## src/rtl/alu_pkg.sv

```systemverilog
// Shared types for the sequential ALU: opcode encoding, the result flag
// bundle, and the flag pattern reported for an illegal opcode.
package alu_pkg;

  typedef enum logic [3:0] {
    OP_PASS = 4'h0,
    OP_ADD  = 4'h1,
    OP_SUB  = 4'h2,
    OP_INC  = 4'h3,
    OP_DEC  = 4'h4,
    OP_OR   = 4'h5,
    OP_AND  = 4'h6,
    OP_XOR  = 4'h7,
    OP_SHR  = 4'h8,
    OP_SHL  = 4'h9,
    OP_NOT  = 4'hA,
    OP_NEG  = 4'hB,
    OP_ADC  = 4'hC,
    OP_SBB  = 4'hD,
    OP_ROL  = 4'hE,
    OP_ROR  = 4'hF
  } opcode_e;

  typedef struct packed {
    logic zero;
    logic carry;
    logic neg;
    logic ovf;
    logic err;
  } flags_t;

  // An illegal opcode yields a zero result, so zero is set and err flags it.
  localparam flags_t ILLEGAL_FLAGS = '{zero: 1'b1, carry: 1'b0, neg: 1'b0,
                                       ovf: 1'b0, err: 1'b1};

  localparam flags_t CLEAR_FLAGS = '{zero: 1'b0, carry: 1'b0, neg: 1'b0,
                                     ovf: 1'b0, err: 1'b0};

endpackage

```

## src/rtl/alu_seq_if.sv

```systemverilog
// Operand/result bus of the sequential ALU. The master drives operands and
// accepts results; the slave is the ALU itself.
interface alu_seq_if #(
  parameter int WIDTH = 8
);

  logic             carry_clr;
  logic             in_valid;
  logic             in_ready;
  logic [WIDTH-1:0] in_a;
  logic [WIDTH-1:0] in_b;
  logic [3:0]       opcode;
  logic             out_valid;
  logic             out_ready;
  logic [WIDTH-1:0] alu_out;
  logic             alu_zero;
  logic             alu_carry;
  logic             alu_neg;
  logic             alu_ovf;
  logic             alu_err;

  modport master (
    output carry_clr, in_valid, in_a, in_b, opcode, out_ready,
    input  in_ready, out_valid, alu_out, alu_zero, alu_carry, alu_neg,
           alu_ovf, alu_err
  );

  modport slave (
    input  carry_clr, in_valid, in_a, in_b, opcode, out_ready,
    output in_ready, out_valid, alu_out, alu_zero, alu_carry, alu_neg,
           alu_ovf, alu_err
  );

endinterface

```

## src/rtl/alu_core.sv

```systemverilog
// Combinational ALU datapath: (a, b, opcode, cin) -> result + flags.
// Rotate-through-carry opcodes exist only when ALU_SEQ_ROTATE_EN is defined;
// otherwise 0xE/0xF decode as illegal.
module alu_core
  import alu_pkg::*;
#(
  parameter int WIDTH = 8
) (
  input  logic [WIDTH-1:0] a,
  input  logic [WIDTH-1:0] b,
  input  logic [3:0]       opcode,
  input  logic             cin,
  output logic [WIDTH-1:0] result,
  output flags_t           flags
);

  localparam int MSB = WIDTH - 1;
  localparam logic [WIDTH-1:0] ONE     = {{(WIDTH-1){1'b0}}, 1'b1};
  localparam logic [WIDTH-1:0] MIN_NEG = {1'b1, {(WIDTH-1){1'b0}}};

  logic [WIDTH:0] ext;
  logic           carry;
  logic           ovf;
  logic           illegal;

  // Signed overflow of x + y giving r: like-signed operands, result sign flips.
  function automatic logic add_ovf(input logic [WIDTH-1:0] x, y, r);
    return (x[MSB] == y[MSB]) && (r[MSB] != x[MSB]);
  endfunction

  // Signed overflow of x - y giving r: unlike-signed operands, result sign
  // differs from the minuend.
  function automatic logic sub_ovf(input logic [WIDTH-1:0] x, y, r);
    return (x[MSB] != y[MSB]) && (r[MSB] != x[MSB]);
  endfunction

  // Decode the opcode into a raw result, carry/borrow and overflow.
  always_comb begin
    // NOTE: every variable gets a default before the case so no path leaves
    // one unassigned, which would infer a latch.
    ext     = '0;
    result  = '0;
    carry   = 1'b0;
    ovf     = 1'b0;
    illegal = 1'b0;
    unique case (opcode_e'(opcode))
      OP_PASS: result = a;
      OP_ADD: begin
        ext    = {1'b0, a} + {1'b0, b};
        result = ext[MSB:0];
        carry  = ext[WIDTH];
        ovf    = add_ovf(a, b, result);
      end
      OP_SUB: begin
        ext    = {1'b0, a} - {1'b0, b};
        result = ext[MSB:0];
        carry  = ext[WIDTH];
        ovf    = sub_ovf(a, b, result);
      end
      OP_INC: begin
        ext    = {1'b0, a} + {1'b0, ONE};
        result = ext[MSB:0];
        carry  = ext[WIDTH];
        ovf    = add_ovf(a, ONE, result);
      end
      OP_DEC: begin
        ext    = {1'b0, a} - {1'b0, ONE};
        result = ext[MSB:0];
        carry  = (a == '0);
        ovf    = sub_ovf(a, ONE, result);
      end
      OP_OR:  result = a | b;
      OP_AND: result = a & b;
      OP_XOR: result = a ^ b;
      OP_SHR: begin
        result = {1'b0, a[MSB:1]};
        carry  = a[0];
      end
      OP_SHL: begin
        result = {a[MSB-1:0], 1'b0};
        carry  = a[MSB];
      end
      OP_NOT: result = ~a;
      OP_NEG: begin
        result = '0 - a;
        carry  = (a != '0);
        ovf    = (a == MIN_NEG);
      end
      OP_ADC: begin
        ext    = {1'b0, a} + {1'b0, b} + {{WIDTH{1'b0}}, cin};
        result = ext[MSB:0];
        carry  = ext[WIDTH];
        ovf    = add_ovf(a, b, result);
      end
      OP_SBB: begin
        // Borrow lands in the extra top bit of the two's-complement difference.
        ext    = {1'b0, a} - {1'b0, b} - {{WIDTH{1'b0}}, cin};
        result = ext[MSB:0];
        carry  = ext[WIDTH];
        ovf    = sub_ovf(a, b, result);
      end
`ifdef ALU_SEQ_ROTATE_EN
      OP_ROL: begin
        result = {a[MSB-1:0], cin};
        carry  = a[MSB];
      end
      OP_ROR: begin
        result = {cin, a[MSB:1]};
        carry  = a[0];
      end
`else
      OP_ROL, OP_ROR: illegal = 1'b1;
`endif
      default: illegal = 1'b1;
    endcase
  end

  // Package the flags; an illegal opcode overrides everything with a zero result.
  always_comb begin
    flags = CLEAR_FLAGS;
    if (illegal) begin
      flags = ILLEGAL_FLAGS;
    end else begin
      flags.zero  = (result == '0);
      flags.carry = carry;
      flags.neg   = result[MSB];
      flags.ovf   = ovf;
    end
  end

endmodule

```

## src/rtl/alu_seq.sv

```systemverilog
// Registered ALU with valid/ready on both sides and a persistent carry flag
// for multi-word arithmetic. Optional macro ALU_SEQ_ROTATE_EN enables the
// rotate-through-carry opcodes 0xE/0xF in alu_core.
module alu_seq
  import alu_pkg::*;
#(
  parameter int WIDTH = 8
) (
  input logic     clk,
  input logic     rst,
  alu_seq_if.slave bus
);

  logic [WIDTH-1:0] core_result;
  flags_t           core_flags;
  logic [WIDTH-1:0] out_q;
  flags_t           flags_q;
  logic             out_valid_q;
  logic             carry_q;
  logic             cin;
  logic             in_ready;
  logic             accept;

  // A pending carry_clr forces the incoming carry to zero in the same cycle.
  assign cin      = carry_q & ~bus.carry_clr;
  assign in_ready = !out_valid_q || bus.out_ready;
  assign accept   = bus.in_valid && in_ready;

  alu_core #(.WIDTH(WIDTH)) u_core (
    .a      (bus.in_a),
    .b      (bus.in_b),
    .opcode (bus.opcode),
    .cin    (cin),
    .result (core_result),
    .flags  (core_flags)
  );

  // Output register, valid flag and stored carry.
  always_ff @(posedge clk) begin
    // NOTE: non-blocking assignments keep every register sampling the values
    // from before this edge, independent of statement order.
    if (rst) begin
      out_valid_q <= 1'b0;
      out_q       <= '0;
      flags_q     <= CLEAR_FLAGS;
      carry_q     <= 1'b0;
    end else begin
      if (accept) begin
        out_valid_q <= 1'b1;
        out_q       <= core_result;
        flags_q     <= core_flags;
      end else if (bus.out_ready) begin
        out_valid_q <= 1'b0;
      end
      // An illegal op never disturbs the stored carry; carry_clr still clears.
      if (accept && !core_flags.err) begin
        carry_q <= core_flags.carry;
      end else if (bus.carry_clr) begin
        carry_q <= 1'b0;
      end
    end
  end

  assign bus.in_ready  = in_ready;
  assign bus.out_valid = out_valid_q;
  assign bus.alu_out   = out_q;
  assign bus.alu_zero  = flags_q.zero;
  assign bus.alu_carry = flags_q.carry;
  assign bus.alu_neg   = flags_q.neg;
  assign bus.alu_ovf   = flags_q.ovf;
  assign bus.alu_err   = flags_q.err;

endmodule

```

## src/flat_wrapper.sv

```systemverilog
// flat-port wrapper written by rule: the top's interface ports become plain ports
module alu_seq_flat import alu_pkg::*;
#(
  parameter int WIDTH = 8
)
  (clk, rst, bus_carry_clr, bus_in_valid, bus_in_a, bus_in_b, bus_opcode, bus_out_ready, bus_in_ready, bus_out_valid, bus_alu_out, bus_alu_zero, bus_alu_carry, bus_alu_neg, bus_alu_ovf, bus_alu_err);
  alu_seq_if #(.WIDTH(WIDTH)) bus_i ();
  input logic clk;
  input logic rst;
  input wire logic [$bits(bus_i.carry_clr)-1:0] bus_carry_clr;
  input wire logic [$bits(bus_i.in_valid)-1:0] bus_in_valid;
  input wire logic [$bits(bus_i.in_a)-1:0] bus_in_a;
  input wire logic [$bits(bus_i.in_b)-1:0] bus_in_b;
  input wire logic [$bits(bus_i.opcode)-1:0] bus_opcode;
  input wire logic [$bits(bus_i.out_ready)-1:0] bus_out_ready;
  output wire logic [$bits(bus_i.in_ready)-1:0] bus_in_ready;
  output wire logic [$bits(bus_i.out_valid)-1:0] bus_out_valid;
  output wire logic [$bits(bus_i.alu_out)-1:0] bus_alu_out;
  output wire logic [$bits(bus_i.alu_zero)-1:0] bus_alu_zero;
  output wire logic [$bits(bus_i.alu_carry)-1:0] bus_alu_carry;
  output wire logic [$bits(bus_i.alu_neg)-1:0] bus_alu_neg;
  output wire logic [$bits(bus_i.alu_ovf)-1:0] bus_alu_ovf;
  output wire logic [$bits(bus_i.alu_err)-1:0] bus_alu_err;
  assign bus_i.carry_clr = bus_carry_clr;
  assign bus_i.in_valid = bus_in_valid;
  assign bus_i.in_a = bus_in_a;
  assign bus_i.in_b = bus_in_b;
  assign bus_i.opcode = bus_opcode;
  assign bus_i.out_ready = bus_out_ready;
  assign bus_in_ready = bus_i.in_ready;
  assign bus_out_valid = bus_i.out_valid;
  assign bus_alu_out = bus_i.alu_out;
  assign bus_alu_zero = bus_i.alu_zero;
  assign bus_alu_carry = bus_i.alu_carry;
  assign bus_alu_neg = bus_i.alu_neg;
  assign bus_alu_ovf = bus_i.alu_ovf;
  assign bus_alu_err = bus_i.alu_err;
  alu_seq #(.WIDTH(WIDTH)) u_core (.clk(clk), .rst(rst), .bus(bus_i));
endmodule
```

## config.mk

```make
export PLATFORM = sky130hd
export DESIGN_NAME = alu_seq_flat
export DESIGN_NICKNAME = d
export VERILOG_FILES = /design/src/rtl/alu_pkg.sv /design/src/rtl/alu_seq_if.sv /design/src/rtl/alu_core.sv /design/src/rtl/alu_seq.sv /design/src/flat_wrapper.sv
export SDC_FILE = /design/constraint.sdc
export NUM_CORES = 1
export LEC_CHECK = 0
export BUFFER_PORTS_ARGS = -buffer_cell sky130_fd_sc_hd__buf_2
export CAP_MARGIN = 10
export CORE_ASPECT_RATIO = 1.25
export CORE_MARGIN = 4
export CORE_UTILIZATION = 40
export DETAILED_ROUTE_END_ITERATION = 12
export PLACE_DENSITY = 0.65
export SKIP_CTS_REPAIR_TIMING = 1
export SLEW_MARGIN = 20
export SYNTH_ARGS = -nofsm -noshare
export SYNTH_HDL_FRONTEND = slang
export SYNTH_SLANG_ARGS = --single-unit
```

## constraint.sdc

```tcl
create_clock -name clk -period 4.6 [get_ports clk]
set_input_delay 0.69 -clock clk [delete_from_list [all_inputs] [get_ports clk]]
set_output_delay 0.69 -clock clk [all_outputs]
set_load 0.02 [all_outputs]
```

-- Yosys cells after proc, flatten, opt, wreduce, memory -nomap -nowiden
Cells that the tools add are included.
Widths: inputs -> output; s select.
- register bits: 15
- bits in latches: 0
- RAM bits: 0
- memory bits (read-only): 0
- input port bits: 25
- output and inout port bits: 15
- logic and storage cells: 74
- memories: 0
- add/sub/neg operators: 7
- multiply operators: 0
- div/mod/pow operators: 0
- $lt $le $gt $ge: 0
- equality and inequality tests: 24
- shifts and indexed selects: 0
- multiplexer cells: 10
- bitwise gates (word level): 7
- reductions and logical operators: 18
- operators by type and width (cell ; count):
    $pmux 8 s14 ; 1
    $eq 4x4->1 const B ; 8
    $eq 4x3->1 const B ; 4
    $logic_not 8->1 ; 2
    $add 8x1->9 const B ; 1
    $add 8x8->9 ; 1
    $add 9x1->9 ; 1
    $pmux 1 s9 ; 1
    $sub 8x8->9 ; 1
    $sub 9x1->9 ; 1
    $and 8x8->8 ; 1
    $eq 4x2->1 const B ; 2
    $eq 8x8->1 const B ; 1
    $logic_and 1x1->1 ; 8
    $not 8->8 ; 1
    $or 8x8->8 ; 1
    $reduce_bool 8->1 ; 1
    $sub 1x8->8 const A ; 1
    $sub 8x1->8 const B ; 1
    $xor 8x8->8 ; 1
    $ne 1x1->1 ; 7
    $pmux 1 s7 ; 1
    $mux 1 ; 6
    $eq 4x1->1 const B ; 1
    other kinds (9) ; 12

-- Logic depth before layout (Yosys ltp)
- depth in word-level cells: 8
- mapped depth: 14
- gate-level depth less buffers: 13

-- Modules after synthesis
From an unflattened synthesis, not the netlist that was laid out.
- cell total of the unflattened synthesis: 451
- area total of the unflattened synthesis: 3378.2 um2
- modules (own cells, without submodules) (module ; times used ; cells an instance ; area each (um2) ; sequential area each (um2)):
    alu_core ; 1 ; 382 ; 2695.1 ; 0.0
    alu_seq ; 1 ; 69 ; 683.2 ; 300.3

-- Worst setup path after synthesis
No wires, ideal clock.
- path type: input -> register
- start: input bus_in_a[0]
- end: register u_core.flags_q (netlist bit u_core.bus.alu_carry)
- library setup time: 132 ps
- data arrival time: 3384 ps
- required time: 4468 ps
- path slack: 1084 ps
- stages on the path: 13
- path buffers: 1
- path through: clkbuf_1 > inv_1 > ha_1 > inv_1 > fa_1 > inv_1 > ha_1 > nor4b_1 > nand3_1 > nor4bb_1 > xnor2_1 > a211oi_1 > o211ai_1
- word-level cells in the longest chain between the ends: 4
- elaborated cells between the ends (all ways): 9
- those cells by class: 5 x add/sub; 2 x mux; 2 x reduce/logical
- RTL lines (what ; line ; source):
    from (decl) ; flat_wrapper.sv:12 ; input wire logic [$bits(bus_i.in_a)-1:0] bus_in_a;
    $sub 8x8->9 or $add 8x8->9 (tied branches) ; -- ;
    $sub 9x1->9 or $add 9x1->9 (tied branches) ; alu_core.sv:97, alu_core.sv:90 ;
    $pmux 1 s9 * ; alu_core.sv:46 ; unique case (opcode_e'(opcode))
    $mux 4 * ; alu_core.sv:121 ; if (illegal) begin
    to (signal assigned) ; alu_seq.sv:51 ; flags_q <= core_flags;
    to (decl) ; alu_seq.sv:17 ; flags_t flags_q;
Mark *: on every way between the ends. The rest lies on a longest branch, timed or not.
A chain may end at the register's enable or synchronous reset.

-- Final worst setup path
Ends and elaborated chain as after synthesis.

==> flow_metrics.tcl <==
set metrics [dict create \
    ioPinCount 40 \
    tightestPinTransition_ns 0.926 \
    synth_top_family_by_area "compound AO/OA/AOI/OAI gates" \
    ys_top_cells_by_area "ha_1, dfxtp_1, xnor2_1" \
    seq_power_share_pct 21.9 \
    startpoint_type "input port" \
    leakage_nw 1.55 \
    wl_mm 11.9 \
    synth_ff_type "dfxtp_1" \
    ir_drop_uv 77.0 \
    avgViaCountPerCell 6.61 \
    period_share_pct 82.6 \
    r2r_end "u_core.bus.alu_carry" \
    p_comb_share_pct 62.7 \
    clkSlewWorstSetupHoldPaths_ns 0.05 \
    power.share.clock_pct 15.4 \
    hp-start "u_core.bus.alu_out[2]" \
    synth_compound_area_share_pct 30.1 \
    ys_warn_count 0 \
    first_iter_violations 360 \
    grt_usage_pct 22.6 \
    grt_pass1_wl_mm 18.9 \
    p_int_uw 351 \
    synth_top_cell_area_share_pct 11.7 \
    dieHeight_um 112 \
    numClockSinks 15 \
    async_reset_ff_share_pct 0 \
    hold_violations 0 \
    muxShareOfSynthArea_pct 4.23 \
    cpMostUsedCell "inv_1" \
    r2r_cells 9 \
    ant_nets 0 \
    cts_made_buffers 3 \
    synth_enable_flop_cells 0 \
    status "finished clean" \
    drive_above_1_share_pct 14.0 \
    synthAdderAreaFrac_pct 12.8 \
    grt_max_degree 31 \
    r2r-start "u_core.carry_q" \
    avgRoutedWirePerCell_um 20.1 \
    slowest_delay_ns 0.49 \
    drc 0 \
    synth_cells 480 \
    crit_arrival_ns 3.92 \
    critical_path.top_delay_family "simple AND/OR/NAND/NOR gates" \
    hpwl_mm 9.34 \
    grt_pass1_vias 3645 \
    clk-insertion-delay-late_ns 0.24 \
    cts_max_level 1 \
    hold_path_class "reg2reg" \
    core_um2 8290 \
    ys_seq_area_share_pct 8.74 \
    cp_max_fo 11 \
    gp_congestion 0.979 \
    maxCapViolCount 0 \
    fin_setup_tns_ns 0 \
    num-nets-final 553 \
    clock_path_buffers 2 \
    yosys.area_share.simple_pct 27.7 \
    critPathCaptureType "register" \
    drt-pass1-iter-count 5 \
    min_to "u_core.bus.alu_out[2]" \
    synth_top_cell_by_area "ha_1" \
    pwr_density_cell_nw_per_um2 178 \
    diodes 0 \
    min_path_cells 2 \
    crit_chain "buf_2 > inv_1 > ha_1 > inv_1 > fa_1 > inv_1 > ha_1 > nor4b_1 > nand3_1 > nor4bb_1 > xnor2_1 > a211oi_1 > o211ai_1" \
    globalRouteOverflowTotal 0 \
    synthesis.area_um2 3430 \
    swShare_pct 46.5 \
    synth_xor_area_share_pct 8.85 \
    power_switching_uw 305 \
    cp.required_ns 4.72 \
    whs_ns 0.489 \
    cts-root-buf "clkbuf_8" \
    critPathKind "in2reg" \
    port_buffers 39 \
    r2r_slack_ns 1.66 \
    synth_cell_types 79 \
    cts_tree "done" \
    timing.slew.headroom_pct 38.2 \
    slew_violations 0 \
    synth_area_per_cell_um2 7.16 \
    antenna_found_initial 0 \
    die-area_um2 10100 \
    fmax_ghz 0.263 \
    crit_buf_inv 4 \
    vias 3901 \
    fp.dieW_um 90.9 \
    setup_violations 0 \
    skew_ns 0.00113 \
    period_minus_slack_ns 3.80 \
    cp_slowest_cell "nor4b_1" \
    ys_ff_latch 15 \
    rsz0062_at_grt "false" \
    row_count 37 \
    area_delta_synth_final_pct 7.07 \
    start_util_pct 41.4 \
    syn_nets 539 \
]
[metrics by stage]
| step | total power, mW | instances | setup WS, ns | util, % | instance area [um2] |
|---|---|---|---|---|---|
| after floorplan | 0.446 | 480 | 1.08 | - | 3430 |
| after global placement | 0.544 | 586 | 0.704 | 43.8 | 3630 |
| after detailed placement | 0.547 | 586 | 0.607 | 43.8 | 3630 |
| after CTS | 0.650 | 590 | 0.863 | 44.4 | 3680 |
| after global routing | 0.702 | 590 | 0.553 | 44.4 | 3680 |
| final | 0.656 | 590 | 0.800 | 44.4 | 3680 |
[final cells by class]
class,instances,area [um2]
Timing Repair Buffer,40,203
Multi-Input combinational cell,398,2870
Clock buffer,4,45.0
Fill cell,870,4610
Inverter,36,135
Tap cell,97,121
Sequential cell,15,300
[cell usage after synthesis (all sizes together) (5+ instances only)]
library cell	n
nor2	44
inv	35
ha	32
nand2	26
a21oi	25
clkbuf	24
o21ai	23
xnor2	22
nand3	18
a211oi	17
nor3	17
dfxtp	15
nor2b	11
mux2i	10
nand2b	10
o22ai	9
and3	8
xor2	8
buf	7
o211ai	7
a32oi	6
or2	6
a211o	5
a221oi	5
a31oi	5
and2	5
nand4	5
or3	5
[per-layer routing]
layer | global-route usage, % | wire length [um] | vias up
met5 | 0 | 0 | -
met4 | 11.8 | 659 | 0
met3 | 2.43 | 903 | 53
met2 | 38.3 | 5540 | 218
met1 | 28.1 | 4780 | 1827
li1 | - | - | 1803
[worst max-delay path by stage]
stage | cells after the start | end | startpoint
2_1_floorplan | 13 | u_core.bus.alu_carry | bus_in_a[0]
3_3_place_gp | 13 | u_core.carry_q | bus_in_a[0]
3_5_place_dp | 13 | u_core.bus.alu_carry | bus_in_a[0]
4_1_cts | 13 | u_core.bus.alu_carry | bus_in_a[0]
5_1_grt | 13 | u_core.carry_q | bus_in_a[0]
6_report | 13 | u_core.bus.alu_carry | bus_in_a[0]
[power by group through the flow]
stage	Sequential, mW	Clock (mW)	Combinational (mW)
finish	0.144	0.101	0.412
global route	0.145	0.112	0.445
CTS	0.144	0.104	0.402
detailed placement	0.147	0	0.400
global placement	0.146	0	0.398
floorplan	0.158	0	0.288
[layout by cell type, fill, tap and decap left out, types with 6 or more instances in the layout]
cell type,instances
a32oi_1,6
nand2b_1,10
a211oi_1,16
o22ai_1,9
mux2i_1,10
dfxtp_1,15
and3_1,8
ha_1,32
buf_2,39
nor2b_1,11
nand2_1,26
o21ai_0,22
xor2_1,8
o211ai_1,7
nor2_1,43
a21oi_1,25
xnor2_1,21
nor3_1,17
nand3_1,16
inv_1,33
[flip-flops by register name, summed over array words and instances, names as in the netlist]
register / flops
u_core.bus.alu_out: 8
u_core.bus.alu_carry: 1
u_core.bus.alu_err: 1
u_core.bus.alu_neg: 1
u_core.bus.alu_ovf: 1
u_core.bus.alu_zero: 1
u_core.bus.out_valid: 1
u_core.carry_q: 1
[tightest hold or removal path: cells and delay by family (launching register included)]
family	cells	cell delay, ns
flops	1	0.30
simple gates	2	0.15
[cells by family after synthesis]
group | Yosys count
mux | 13
buf+inv | 67
simple gates | 176
xor+xnor | 31
fa+ha+maj | 34
compound gates | 144
flops | 15
No activity file was read; power rests on OpenSTA's default activity.
